### src/rtl/dump_pkg.sv
// Shared types and sizes for the state-dump record stream (producer and consumer sides).
package dump_pkg;

    localparam int unsigned NUM_REGS = 16;
    localparam int unsigned NUM_BP   = 8;
    localparam int unsigned CYC_W    = 32;
    localparam int unsigned IDX_W    = 4;
    localparam int unsigned BP_W     = 3;
    localparam int unsigned DATA_W   = 16;
    localparam int unsigned NUM_RECS = 1 + NUM_REGS + 2 * NUM_BP;

    typedef enum logic [1:0] {
        REC_HDR = 2'd0,
        REC_REG = 2'd1,
        REC_BHT = 2'd2,
        REC_BTB = 2'd3
    } rec_kind_t;

    typedef enum logic [2:0] {
        DS_IDLE = 3'd0,
        DS_HDR  = 3'd1,
        DS_REG  = 3'd2,
        DS_BHT  = 3'd3,
        DS_BTB  = 3'd4,
        DS_DONE = 3'd5
    } dump_state_t;

    typedef struct packed {
        rec_kind_t          kind;
        logic [IDX_W-1:0]   idx;
        logic [DATA_W-1:0]  addr;
        logic [DATA_W-1:0]  data;
    } dump_rec_t;

endpackage

### src/rtl/state_dump_streamer.sv
// Walks regfile, BHT and BTB on request and streams one tagged record per entry.
module state_dump_streamer
    import dump_pkg::*;
(
    input  logic                clk,
    input  logic                rst,
    input  logic                dump_req,
    output logic                busy,
    output logic                done,
    output logic [IDX_W-1:0]    rf_raddr,
    input  logic [DATA_W-1:0]   rf_rdata,
    output logic [BP_W-1:0]     bp_idx,
    input  logic [DATA_W-1:0]   bht_pc,
    input  logic [1:0]          bht_pred,
    input  logic                bht_valid,
    input  logic [DATA_W-1:0]   btb_pc,
    input  logic [DATA_W-1:0]   btb_target,
    output logic                rec_valid,
    input  logic                rec_ready,
    output logic [1:0]          rec_kind,
    output logic [IDX_W-1:0]    rec_idx,
    output logic [DATA_W-1:0]   rec_addr,
    output logic [DATA_W-1:0]   rec_data,
    output logic                req_dropped
);

    dump_state_t        state_q, state_d;
    logic [IDX_W-1:0]   idx_q, idx_d;
    logic [CYC_W-1:0]   cyc_q, cyc_d;
    dump_rec_t          rec_q, rec_d;
    logic               rec_valid_q, rec_valid_d;
    logic               busy_q, busy_d;
    logic               done_q, done_d;
    logic               dropped_q, dropped_d;
    logic [IDX_W-1:0]   rf_raddr_q, rf_raddr_d;
    logic [BP_W-1:0]    bp_idx_q, bp_idx_d;

    dump_state_t        nstate_c;
    logic [IDX_W-1:0]   nidx_c;

    // Next-state, successor record and payload load; read pointers always lead by one entry.
    always_comb begin
        state_d     = state_q;
        idx_d       = idx_q;
        cyc_d       = cyc_q + CYC_W'(1);
        rec_d       = rec_q;
        rec_valid_d = rec_valid_q;
        busy_d      = busy_q;
        done_d      = 1'b0;
        dropped_d   = dropped_q;
        rf_raddr_d  = rf_raddr_q;
        bp_idx_d    = bp_idx_q;
        nstate_c    = state_q;
        nidx_c      = idx_q;

        case (state_q)
            DS_IDLE: begin
                if (dump_req) begin
                    state_d     = DS_HDR;
                    idx_d       = '0;
                    rec_valid_d = 1'b1;
                    busy_d      = 1'b1;
                    rec_d.kind  = REC_HDR;
                    rec_d.idx   = '0;
                    rec_d.addr  = cyc_q[CYC_W-1:DATA_W];
                    rec_d.data  = cyc_q[DATA_W-1:0];
                end
            end
            DS_HDR, DS_REG, DS_BHT, DS_BTB: begin
                if (dump_req) begin
                    dropped_d = 1'b1;
                end
                if (rec_valid_q && rec_ready) begin
                    case (state_q)
                        DS_HDR: begin
                            nstate_c = DS_REG;
                            nidx_c   = '0;
                        end
                        DS_REG: begin
                            nstate_c = (idx_q == IDX_W'(NUM_REGS - 1)) ? DS_BHT : DS_REG;
                            nidx_c   = (idx_q == IDX_W'(NUM_REGS - 1)) ? '0 : idx_q + IDX_W'(1);
                        end
                        DS_BHT: begin
                            nstate_c = (idx_q == IDX_W'(NUM_BP - 1)) ? DS_BTB : DS_BHT;
                            nidx_c   = (idx_q == IDX_W'(NUM_BP - 1)) ? '0 : idx_q + IDX_W'(1);
                        end
                        default: begin
                            nstate_c = (idx_q == IDX_W'(NUM_BP - 1)) ? DS_DONE : DS_BTB;
                            nidx_c   = (idx_q == IDX_W'(NUM_BP - 1)) ? '0 : idx_q + IDX_W'(1);
                        end
                    endcase

                    state_d = nstate_c;
                    idx_d   = nidx_c;

                    case (nstate_c)
                        DS_REG: begin
                            rec_d.kind = REC_REG;
                            rec_d.idx  = nidx_c;
                            rec_d.addr = DATA_W'(nidx_c);
                            rec_d.data = rf_rdata;
                            rf_raddr_d = nidx_c + IDX_W'(1);
                        end
                        DS_BHT: begin
                            rec_d.kind = REC_BHT;
                            rec_d.idx  = nidx_c;
                            rec_d.addr = bht_pc;
                            rec_d.data = DATA_W'({bht_valid, bht_pred});
                            bp_idx_d   = BP_W'(nidx_c) + BP_W'(1);
                        end
                        DS_BTB: begin
                            rec_d.kind = REC_BTB;
                            rec_d.idx  = nidx_c;
                            rec_d.addr = btb_pc;
                            rec_d.data = btb_target;
                            bp_idx_d   = BP_W'(nidx_c) + BP_W'(1);
                        end
                        DS_DONE: begin
                            rec_d       = '0;
                            rec_valid_d = 1'b0;
                            busy_d      = 1'b0;
                            done_d      = 1'b1;
                        end
                        default: ;
                    endcase
                end
            end
            DS_DONE: begin
                if (dump_req) begin
                    dropped_d = 1'b1;
                end
                state_d = DS_IDLE;
            end
            default: begin
                state_d = DS_IDLE;
            end
        endcase
    end

    // State, counters and registered outputs; synchronous reset aborts any dump in flight.
    always_ff @(posedge clk) begin
        if (rst) begin
            state_q     <= DS_IDLE;
            idx_q       <= '0;
            cyc_q       <= '0;
            rec_q       <= '0;
            rec_valid_q <= 1'b0;
            busy_q      <= 1'b0;
            done_q      <= 1'b0;
            dropped_q   <= 1'b0;
            rf_raddr_q  <= '0;
            bp_idx_q    <= '0;
        end else begin
            state_q     <= state_d;
            idx_q       <= idx_d;
            cyc_q       <= cyc_d;
            rec_q       <= rec_d;
            rec_valid_q <= rec_valid_d;
            busy_q      <= busy_d;
            done_q      <= done_d;
            dropped_q   <= dropped_d;
            rf_raddr_q  <= rf_raddr_d;
            bp_idx_q    <= bp_idx_d;
        end
    end

    assign busy        = busy_q;
    assign done        = done_q;
    assign rf_raddr    = rf_raddr_q;
    assign bp_idx      = bp_idx_q;
    assign rec_valid   = rec_valid_q;
    assign rec_kind    = rec_q.kind;
    assign rec_idx     = rec_q.idx;
    assign rec_addr    = rec_q.addr;
    assign rec_data    = rec_q.data;
    assign req_dropped = dropped_q;

endmodule
### config.mk
export PLATFORM = sky130hd
export DESIGN_NAME = state_dump_streamer
export DESIGN_NICKNAME = d
export VERILOG_FILES = /design/src/rtl/dump_pkg.sv /design/src/rtl/state_dump_streamer.sv
export SDC_FILE = /design/constraint.sdc
export NUM_CORES = 1
export LEC_CHECK = 0
export CAP_MARGIN = 20
export CORE_MARGIN = 2
export CORE_UTILIZATION = 53
export CTS_CLUSTER_SIZE = 40
export DETAILED_ROUTE_END_ITERATION = 10
export PLACE_DENSITY = 0.92
export SYNTH_ARGS = -nofsm -noshare
export SYNTH_HDL_FRONTEND = slang
export SYNTH_SLANG_ARGS = --single-unit
### constraint.sdc
create_clock -name clk -period 4.2 [get_ports clk]
set_clock_uncertainty 0.15 [all_clocks]
set_input_delay 0.42 -clock clk [delete_from_list [all_inputs] [get_ports clk]]
set_output_delay 0.42 -clock clk [all_outputs]
set_load 0.005 [all_outputs]
==> impl_metrics.py, run 1 <==
metrics = {
    "routing": {
        "vias_per_cell": 6.119,
        "drt_iter0_markers": 280,
        "wl_per_cell_um": 17.84,
        "drc": 0,
        "vias": 4357,
        "wl_um": 12700,
        "firstDrtPassIters": 5,
        "ant_nets": 0,
    },
    "timing": {
        "rsz0062_at_grt": "no",
        "timing_hold_violations_final": 0,
        "setup_viol_count_final": 0,
        "tns_ns": 0,
        "tightest_slew_ns": 0.9825,
        "min_period_ns": 2.962,
        "final_max_slew_viol_count": 0,
        "max_freq_ghz": 0.3376,
        "period_share_pct": 70.52,
        "relSlewSlack_pct": 34.14,
        "fin_ws_ns": 1.238,
    },
    "setup_path": {
        "slowest_stage": "dfxtp_1",
        "cp-start-kind": "flip-flop",
        "crit_fanout": 27,
        "critPathBufInv": 0,
        "crit_path_end_kind": "flip-flop",
        "worstPathRequired_ns": 4.33,
        "crit_family": "simple AND/OR/NAND/NOR gates",
        "cp_data_arrival_time_ns": 3.10,
        "max_stage_delay_ns": 0.91,
        "path_class": "flip-flop to flip-flop",
        "crit_chain": "or3b_1 -> nor2_1 -> or2_2 -> nand3_1 -> o21ai_0",
    },
    "die": {
        "dieArea_um2": 9240,
        "start_util_pct": 54.74,
        "die_w_um": 96.13,
        "die_h_um": 96.13,
        "std_cell_rows": 33,
        "num_io_pins": 120,
        "coreArea_um2": 8217,
    },
    "final_layout": {
        "final_util_pct": 70.82,
        "drive_gt1_share_pct": 9.885,
        "layout-area-overhead-vs-synth_pct": 29.37,
        "fin_cells": 712,
        "final_cell_mix": "clkdlybuf4s50_1, dfxtp_1, nor2_1",
        "diodes": 0,
        "final_common_cell": "clkdlybuf4s50_1",
        "nets": 676,
    },
    "synth": {
        "syn_area_per_cell_um2": 8.837,
        "yosysTopAreaCell": "dfxtp_1",
        "netlist_top_cells_area": "dfxtp_1, nor2_1, xor2_1, a22oi_1, nand2_1",
        "synth_area_um2": 4498,
        "ys_async_sr_fraction_pct": 0,
        "synthesis.nets": 583,
        "synth_edf_count": 0,
        "synth_cells": 509,
        "ys_seq_area_share_pct": 38.72,
        "ys_ff_latch": 87,
        "yosysWarnings": 0,
        "synth.distinct_cells": 65,
        "synth_flop_cell": "dfxtp_1",
        "synth_top_area_share_pct": 38.72,
    },
    "grt": {
        "grt-ovfl-total": 0,
        "grt_usage_pct": 27.98,
        "antenna_found_initial": 0,
        "grt_pass1_wl_um": 20000,
        "grt_max_degree": 77,
        "grt_pass1_vias": 4100,
    },
    "clock_network": {
        "clk_pin_slew_ns": 0.09,
        "cts_tree": "yes",
        "numCtsBuffers": 9,
        "clockRootBuffer": "clkbuf_8",
        "post_cts_buffers": 0,
        "hold_buffers": 0,
        "cts_max_level": 3,
        "cts.sinks": 87,
        "clk_path_buf_depth": 2,
        "clk_latency_ns": 0.37,
        "cts_resized": 0,
    },
    "placed_design": {
        "preCtsSetupSlack_ns": 1.185,
        "port_buffers": 119,
        "routabilityCongestion": 0.9131,
        "hpwl_um": 9109,
        "dp_cells": 695,
    },
    "min_path": {
        "hp-class": "flip-flop to flip-flop",
    },
    "power": {
        "p_per_area_nw_per_um2": 312.9,
        "peakVddDrop_mv": 0.2095,
        "power.total_uw": 1821,
        "p_leak_uw": 0.002046,
    },
    "flow_run": {
        "drv_cap": 0,
    },
    "status": {
        "status": "complete, no violations",
    },
}
==> cells in the mapped netlist, types with 11 or more instances <==
cell type and instances:
buf_2 13, a22oi_1 25, nor3_1 19, nand4_1 13, nand3_1 18, nor2_1 66
clkbuf_1 16, a221oi_1 11, nand2_1 28, o21ai_1 12, dfxtp_1 87, o21ai_0 16
xor2_1 22, a21oi_1 18
==> worst register-to-register path: cells and delay by family, from the launching register on <==
family          cells  cell delay (ns)
compound gates      1             0.28
flops               1             0.91
simple gates        4             1.53
==> through the flow <==
stage / hold WS [ns] / instance area (um2)
finish: 0.3036 / 5819
global route: 0.3354 / 5819
CTS: 0.3122 / 5807
detailed placement: 0.3001 / 5609
global placement: 0.2858 / 5609
floorplan: 0.2759 / 4498
==> power breakdown <==
group | switching (uW) | internal, uW | total [uW]
Clock | 311 | 292 | 602
Sequential | 26.7 | 853 | 880
Combinational | 156 | 183 | 339
==> sequential cells by signal, indices dropped and copies added, names as in the netlist <==
register and flops:
rf_raddr 4, busy 1, rec_kind 2, bp_idx 3, rec_idx 4, cyc_q 32
req_dropped 1, state_q 3, rec_data 16, idx_q 4, rec_addr 16, done 1
==> kinds of logic (layout without fill, tap and decap cells) <==
group                    count (synthesis)  count (layout)  synth area share (%)
buffers and inverters                   46             144                 5.480
XOR/XNOR                                31              31                 6.036
AND/OR/NAND/NOR                        197             197                 23.14
multiplexers                            23              23                 6.036
flip-flops                              87              87                 38.72
AO/OA/AOI/OAI                          122             122                 19.75
adder cells (fa/ha/maj)                  3               3                0.8346
==> path summary, 6_finish.rpt <==
check,slack (ns),from,cells after the start,endpoint
setup / recovery,1.24,state_q[2]$_SDFFE_PP0P_,5,rec_addr[15]$_SDFFE_PP0P_
hold / removal,0.30,req_dropped$_SDFFE_PP0P_,2,req_dropped$_SDFFE_PP0P_
setup reg to reg,1.24,state_q[2]$_SDFFE_PP0P_,5,rec_addr[15]$_SDFFE_PP0P_
hold reg to reg,0.30,req_dropped$_SDFFE_PP0P_,2,req_dropped$_SDFFE_PP0P_
==> per-layer routing <==
metal	part of all wire, %	GRT usage [%]
met3	9.3	7.674
met2	47	44.56
met5	0	0
met4	3.4	13.21
met1	41	34.99
==> cell type report <==
| class | instances | area (um2) |
|---|---|---|
| clock buffer | 11 | 141.4 |
| clock inverter | 5 | 56.30 |
| fill | 597 | 2397 |
| inverter | 6 | 22.52 |
| multi-input combinational | 376 | 2517 |
| sequential | 87 | 1742 |
| tap | 105 | 131.4 |
| timing repair buffer | 122 | 1209 |
Note: power is estimated with default switching activity, not from simulation.
==> run 2, diff against run 1 <==
--- a/config.mk
+++ b/config.mk
@@ -7,10 +7,10 @@
 export LEC_CHECK = 0
 export CAP_MARGIN = 20
 export CORE_MARGIN = 2
-export CORE_UTILIZATION = 53
+export CORE_UTILIZATION = 49
 export CTS_CLUSTER_SIZE = 40
 export DETAILED_ROUTE_END_ITERATION = 10
-export PLACE_DENSITY = 0.92
+export PLACE_DENSITY = 0.87
 export SYNTH_ARGS = -nofsm -noshare
 export SYNTH_HDL_FRONTEND = slang
 export SYNTH_SLANG_ARGS = --single-unit
==> constraint.sdc (replaced) <==
create_clock -name clk -period 3.1 [get_ports clk]
set_clock_uncertainty 0.15 [all_clocks]
set_input_delay 0.31 -clock clk [delete_from_list [all_inputs] [get_ports clk]]
set_output_delay 0.31 -clock clk [all_outputs]
set_load 0.005 [all_outputs]
==> run 2 against run 1 <==
Compared with the run above: first-iteration DRC count down 8.2%; sequential power rose by 35%; routed wire length is 0.59% higher; utilization fell by 4.0 points; critical endpoint is now rec_data[12]$_SDFFE_PP0P_; largest cell class unchanged.
==> impl_metrics.py, run 2 (synthesis results as in run 1) <==
metrics = {
    "timing": {
        "rsz0062_at_grt": "no",
        "timing_hold_violations_final": 0,
        "tns_ns": 0,
        "tightest_slew_ns": 0.8658,
        "period_share_pct": 86.58,
        "setup_viol_count_final": 0,
        "relSlewSlack_pct": 42.07,
        "max_freq_ghz": 0.3726,
        "min_period_ns": 2.684,
        "final_max_slew_viol_count": 0,
    },
    "die": {
        "die_h_um": 99.81,
        "coreArea_um2": 8806,
        "std_cell_rows": 34,
        "dieArea_um2": 9962,
        "start_util_pct": 51.08,
        "die_w_um": 99.81,
        "num_io_pins": 120,
    },
    "clock_network": {
        "post_cts_buffers": 0,
        "clk_pin_slew_ns": 0.09,
        "cts_resized": 0,
        "cts_tree": "yes",
        "cts.sinks": 87,
        "cts_max_level": 3,
        "clockRootBuffer": "clkbuf_8",
        "clk_path_buf_depth": 2,
        "hold_buffers": 0,
        "numCtsBuffers": 9,
        "clk_latency_ns": 0.37,
    },
    "final_layout": {
        "largest_reg_flops": 32,
        "final_common_cell": "clkdlybuf4s50_1",
        "final_cell_mix": "clkdlybuf4s50_1, dfxtp_1, nor2_1",
        "nets": 684,
        "finalInstanceArea_um2": 5886,
        "drive_gt1_share_pct": 11.06,
        "top_register": "cyc_q",
        "layout-area-overhead-vs-synth_pct": 30.85,
        "diodes": 0,
    },
    "grt": {
        "grt_max_degree": 42,
        "grt_pass1_vias": 4246,
        "antenna_found_initial": 0,
        "grt-ovfl-total": 0,
        "grt_pass1_wl_um": 20720,
        "grt_usage_pct": 25.68,
    },
    "setup_path": {
        "r2r_start": "state_q[0]$_SDFFE_PP0P_",
        "r2r_cells": 6,
        "crit_path_end_kind": "flip-flop",
        "cp_data_arrival_time_ns": 2.82,
        "timing.rr.end": "rec_data[12]$_SDFFE_PP0P_",
        "cp-start-kind": "flip-flop",
        "path_class": "flip-flop to flip-flop",
        "r2r_slack_ns": 0.42,
        "crit_fanout": 22,
        "worstPathRequired_ns": 3.24,
    },
    "power": {
        "p_leak_uw": 0.002079,
        "peakVddDrop_mv": 0.2158,
        "p_per_area_nw_per_um2": 424.2,
    },
    "min_path": {
        "hp-class": "flip-flop to flip-flop",
        "min_path_cells": 2,
        "hold_start": "req_dropped$_SDFFE_PP0P_",
        "min_to": "req_dropped$_SDFFE_PP0P_",
    },
    "placed_design": {
        "hpwl_um": 9252,
        "placed_area_um2": 5680,
        "port_buffers": 119,
        "routabilityCongestion": 0.9033,
    },
    "routing": {
        "drc": 0,
        "vias_per_cell": 6.015,
        "vias": 4349,
        "drt_iter0_markers": 257,
        "ant_nets": 0,
        "firstDrtPassIters": 5,
        "wl_um": 12780,
        "wl_per_cell_um": 17.67,
    },
    "status": {
        "status": "complete, no violations",
    },
    "flow_run": {
        "drv_cap": 0,
    },
}
==> run 2: area by class of cell <==
type	count	area, um2
clock inverter	7	81.33
fill	715	2920
multi-input combinational	376	2512
inverter	6	22.52
sequential	87	1742
tap	108	135.1
clock buffer	9	123.9
timing repair buffer	130	1269
==> run 2: through the flow <==
step / std cells / utilization, % / hold WS (ns) / setup WS, ns / total power (uW)
global route: 723 / 66.84 / 0.3361 / 0.1624 / 2585
floorplan: 509 / - / 0.2759 / 0.9806 / 1473
detailed placement: 707 / 64.51 / 0.2925 / 0.4670 / 1688
global placement: 707 / 64.51 / 0.2868 / 0.5121 / 1672
finish: 723 / 66.84 / 0.3037 / 0.4162 / 2497
CTS: 723 / 66.84 / 0.3061 / 0.4283 / 2494
==> run 2: power by group <==
part	leakage [uW]	switching [uW]	internal, uW
sequential	0.000706	38.2	1160
clock	0.0000940	448	382
combinational	0.00128	215	257
total	0.00208	702	1800
==> run 2: layer usage <==
layer	share of wire, %	up-vias	GRT usage, %
met5	0	-	0
li1	-	2061	-
met3	8.1	18	5.780
met4	1.3	0	6.744
met1	42	2078	32.28
met2	49	192	44.65
==> run 2: worst max-delay path by stage <==
stage                            start  cells past startpoint  slack (ns)                   endpoint
2_1_floorplan    idx_q[0]$_SDFFE_PP0P_                      9        0.98  rec_data[10]$_SDFFE_PP0P_
3_3_place_gp                  dump_req                      6        0.51  rec_addr[15]$_SDFFE_PP0P_
3_5_place_dp                  dump_req                      7        0.47   rec_data[9]$_SDFFE_PP0P_
4_1_cts        state_q[0]$_SDFFE_PP0P_                      6        0.43  rec_data[14]$_SDFFE_PP0P_
5_1_grt        state_q[0]$_SDFFE_PP0P_                      6        0.16   rec_data[9]$_SDFFE_PP0P_
6_report       state_q[0]$_SDFFE_PP0P_                      6        0.42  rec_data[12]$_SDFFE_PP0P_
==> run 2: critical path, stage by stage, from the launching register on <==
cell      delay, ns
dfxtp_1        0.57
o211ai_1       0.56
a21oi_2        0.12
nor2_2         0.65
buf_4          0.30
a221oi_2       0.05
nor3_1         0.19
==> run 3, diff against run 2 <==
--- a/config.mk
+++ b/config.mk
@@ -6,11 +6,11 @@
 export NUM_CORES = 1
 export LEC_CHECK = 0
 export CAP_MARGIN = 20
-export CORE_MARGIN = 2
-export CORE_UTILIZATION = 49
+export CORE_MARGIN = 4
+export CORE_UTILIZATION = 44
 export CTS_CLUSTER_SIZE = 40
 export DETAILED_ROUTE_END_ITERATION = 10
-export PLACE_DENSITY = 0.87
+export PLACE_DENSITY = 0.83
 export SYNTH_ARGS = -nofsm -noshare
 export SYNTH_HDL_FRONTEND = slang
 export SYNTH_SLANG_ARGS = --single-unit
==> constraint.sdc (replaced) <==
create_clock -name clk -period 2.15 [get_ports clk]
set_clock_uncertainty 0.15 [all_clocks]
set_input_delay 0.215 -clock clk [delete_from_list [all_inputs] [get_ports clk]]
set_output_delay 0.215 -clock clk [all_outputs]
set_load 0.005 [all_outputs]
==> run 3 against run 2 <==
Compared with the run above: register-to-register slack worse by 0.34 ns; clock power is 49% higher; sequential share of layout area is 1.8 points lower; via count is 4.8% higher; cell area is 7.0% higher; critical endpoint is now rec_data[4]$_SDFFE_PP0P_.
==> impl_metrics.py, run 3 (synthesis results as in run 1) <==
metrics = {
    "status": {
        "status": "complete, no violations",
    },
    "timing": {
        "final_max_slew_viol_count": 0,
        "max_freq_ghz": 0.4815,
        "period_share_pct": 96.59,
        "rsz0062_at_grt": "no",
        "tightest_slew_ns": 0.4713,
        "timing_hold_violations_final": 0,
        "tns_ns": 0,
        "setup_viol_count_final": 0,
        "min_period_ns": 2.077,
        "relSlewSlack_pct": 68.14,
    },
    "setup_path": {
        "r2r_start": "idx_q[1]$_SDFFE_PP0P_",
        "slowest_stage": "dfxtp_2",
        "cp-start-kind": "flip-flop",
        "crit_fanout": 17,
        "worstPathRequired_ns": 2.24,
        "timing.rr.end": "rec_data[4]$_SDFFE_PP0P_",
        "path_class": "flip-flop to flip-flop",
        "r2r_cells": 7,
        "max_stage_delay_ns": 0.38,
        "r2r_slack_ns": 0.07,
        "crit_path_end_kind": "flip-flop",
        "crit_chain": "ha_4 -> nand3b_4 -> o21a_1 -> buf_12 -> mux2_2 -> a221oi_1 -> nor3_1",
        "cp_data_arrival_time_ns": 2.16,
    },
    "clock_network": {
        "hold_buffers": 0,
        "clk_pin_slew_ns": 0.09,
        "cts.sinks": 87,
        "clk_latency_ns": 0.37,
        "clockRootBuffer": "clkbuf_8",
        "cts_tree": "yes",
        "cts_max_level": 3,
        "numCtsBuffers": 9,
        "clk_path_buf_depth": 2,
    },
    "final_layout": {
        "final_cell_mix": "clkdlybuf4s50_1, dfxtp_1, nor2_1",
        "diodes": 0,
        "fin_cells": 786,
        "fill_cells": 791,
        "largest_reg_flops": 32,
        "layout-area-overhead-vs-synth_pct": 40.06,
        "drive_gt1_share_pct": 18.07,
        "top_register": "cyc_q",
        "nets": 722,
        "final_common_cell": "clkdlybuf4s50_1",
        "final_util_pct": 63.86,
    },
    "routing": {
        "wl_per_cell_um": 17.84,
        "drc": 0,
        "highest_layer": "met4",
        "drt_iter0_markers": 362,
        "vias_per_cell": 5.796,
        "wl_met2_um": 6663,
        "firstDrtPassIters": 5,
        "wl_um": 14020,
        "wl_met3_um": 1246,
        "wl_met1_um": 5800,
        "vias": 4556,
        "ant_nets": 0,
    },
    "min_path": {
        "hold_start": "rst",
        "hp-class": "primary input to flip-flop",
        "min_path_cells": 2,
        "min_to": "cyc_q[21]$_SDFF_PP0_",
    },
    "die": {
        "die_h_um": 109.1,
        "coreArea_um2": 9864,
        "die_w_um": 109.1,
        "start_util_pct": 45.60,
        "num_io_pins": 120,
        "std_cell_rows": 36,
        "dieArea_um2": 11910,
    },
    "grt": {
        "antenna_found_initial": 0,
        "grt_pass1_vias": 4475,
        "grt_pass1_wl_um": 21940,
        "grt_usage_pct": 23.38,
        "grt-ovfl-total": 0,
        "grt_max_degree": 37,
    },
    "flow_run": {
        "drv_cap": 0,
    },
    "power": {
        "peakVddDrop_mv": 0.3430,
        "power.total_uw": 3728,
        "p_per_area_nw_per_um2": 591.8,
        "p_leak_uw": 0.002306,
    },
    "placed_design": {
        "port_buffers": 119,
        "dp_cells": 768,
        "hpwl_um": 10400,
        "routabilityCongestion": 0.8919,
    },
}
==> run 3: cell types whose count changed in the layout (fill, tap and decap cells not counted), sizes merged <==
cell	change
clkinvlp	-2
clkinv	+1
buf	+38
clkbuf	+2
inv	-1
==> run 3: worst max-delay path, delay by kind of cell, from the launching register on <==
family / cells / cell delay [ns]
fa+ha+maj: 1 / 0.18
mux: 1 / 0.28
simple gates: 2 / 0.23
buf+inv: 1 / 0.16
compound gates: 2 / 0.56
flops: 1 / 0.38
==> run 3: layer usage <==
metal / track usage, % / up-vias
li1: - / 2137
met1: 29.20 / 2153
met2: 38.64 / 232
met3: 5.980 / 34
met4: 8.927 / 0
met5: 0 / -
==> run 3: repair_timing <==
action | CTS | global route
resized for setup | 3 | 12
pin swaps | 0 | 2
endpoints found under the setup margin | 10 | 29
setup buffers | 0 | 2
==> run 3: how the worst max path moves through the flow <==
stage / startpoint / to / cells after the start
CTS: state_q[2]$_SDFFE_PP0P_ / rec_data[4]$_SDFFE_PP0P_ / 6
finish: idx_q[1]$_SDFFE_PP0P_ / rec_data[4]$_SDFFE_PP0P_ / 7
global route: idx_q[0]$_SDFFE_PP0P_ / rec_data[4]$_SDFFE_PP0P_ / 8
detailed placement: dump_req / rec_data[8]$_SDFFE_PP0P_ / 8
floorplan: idx_q[0]$_SDFFE_PP0P_ / rec_data[10]$_SDFFE_PP0P_ / 9
global placement: dump_req / rec_data[1]$_SDFFE_PP0P_ / 6
==> run 3: area by class of cell <==
class                      instances  area (um2)  area share [%]
multi-input combinational        376        2555           40.56
sequential                        87        1749           27.77
timing repair buffer             168        1592           25.26
tap                              133       166.4           2.642
clock buffer                      11       151.4           2.403
clock inverter                     5       63.81           1.013
inverter                           6       22.52          0.3575
==> run 3: per-stage QoR <==
stage | hold WS, ns | instance area, um2 | setup slack (ns)
floorplan | 0.2078 | 4498 | 0.03058
global placement | 0.2887 | 6020 | -0.07511
global route | 0.1185 | 6300 | 0.001843
finish | 0.1050 | 6300 | 0.07321
CTS | 0.08730 | 6247 | 0.03161
detailed placement | 0.2960 | 6020 | -0.1315
==> run 3: report_power, final <==
part           switching (uW)  internal, uW
clock network             628           609
logic                     352           432
registers                39.8          1670
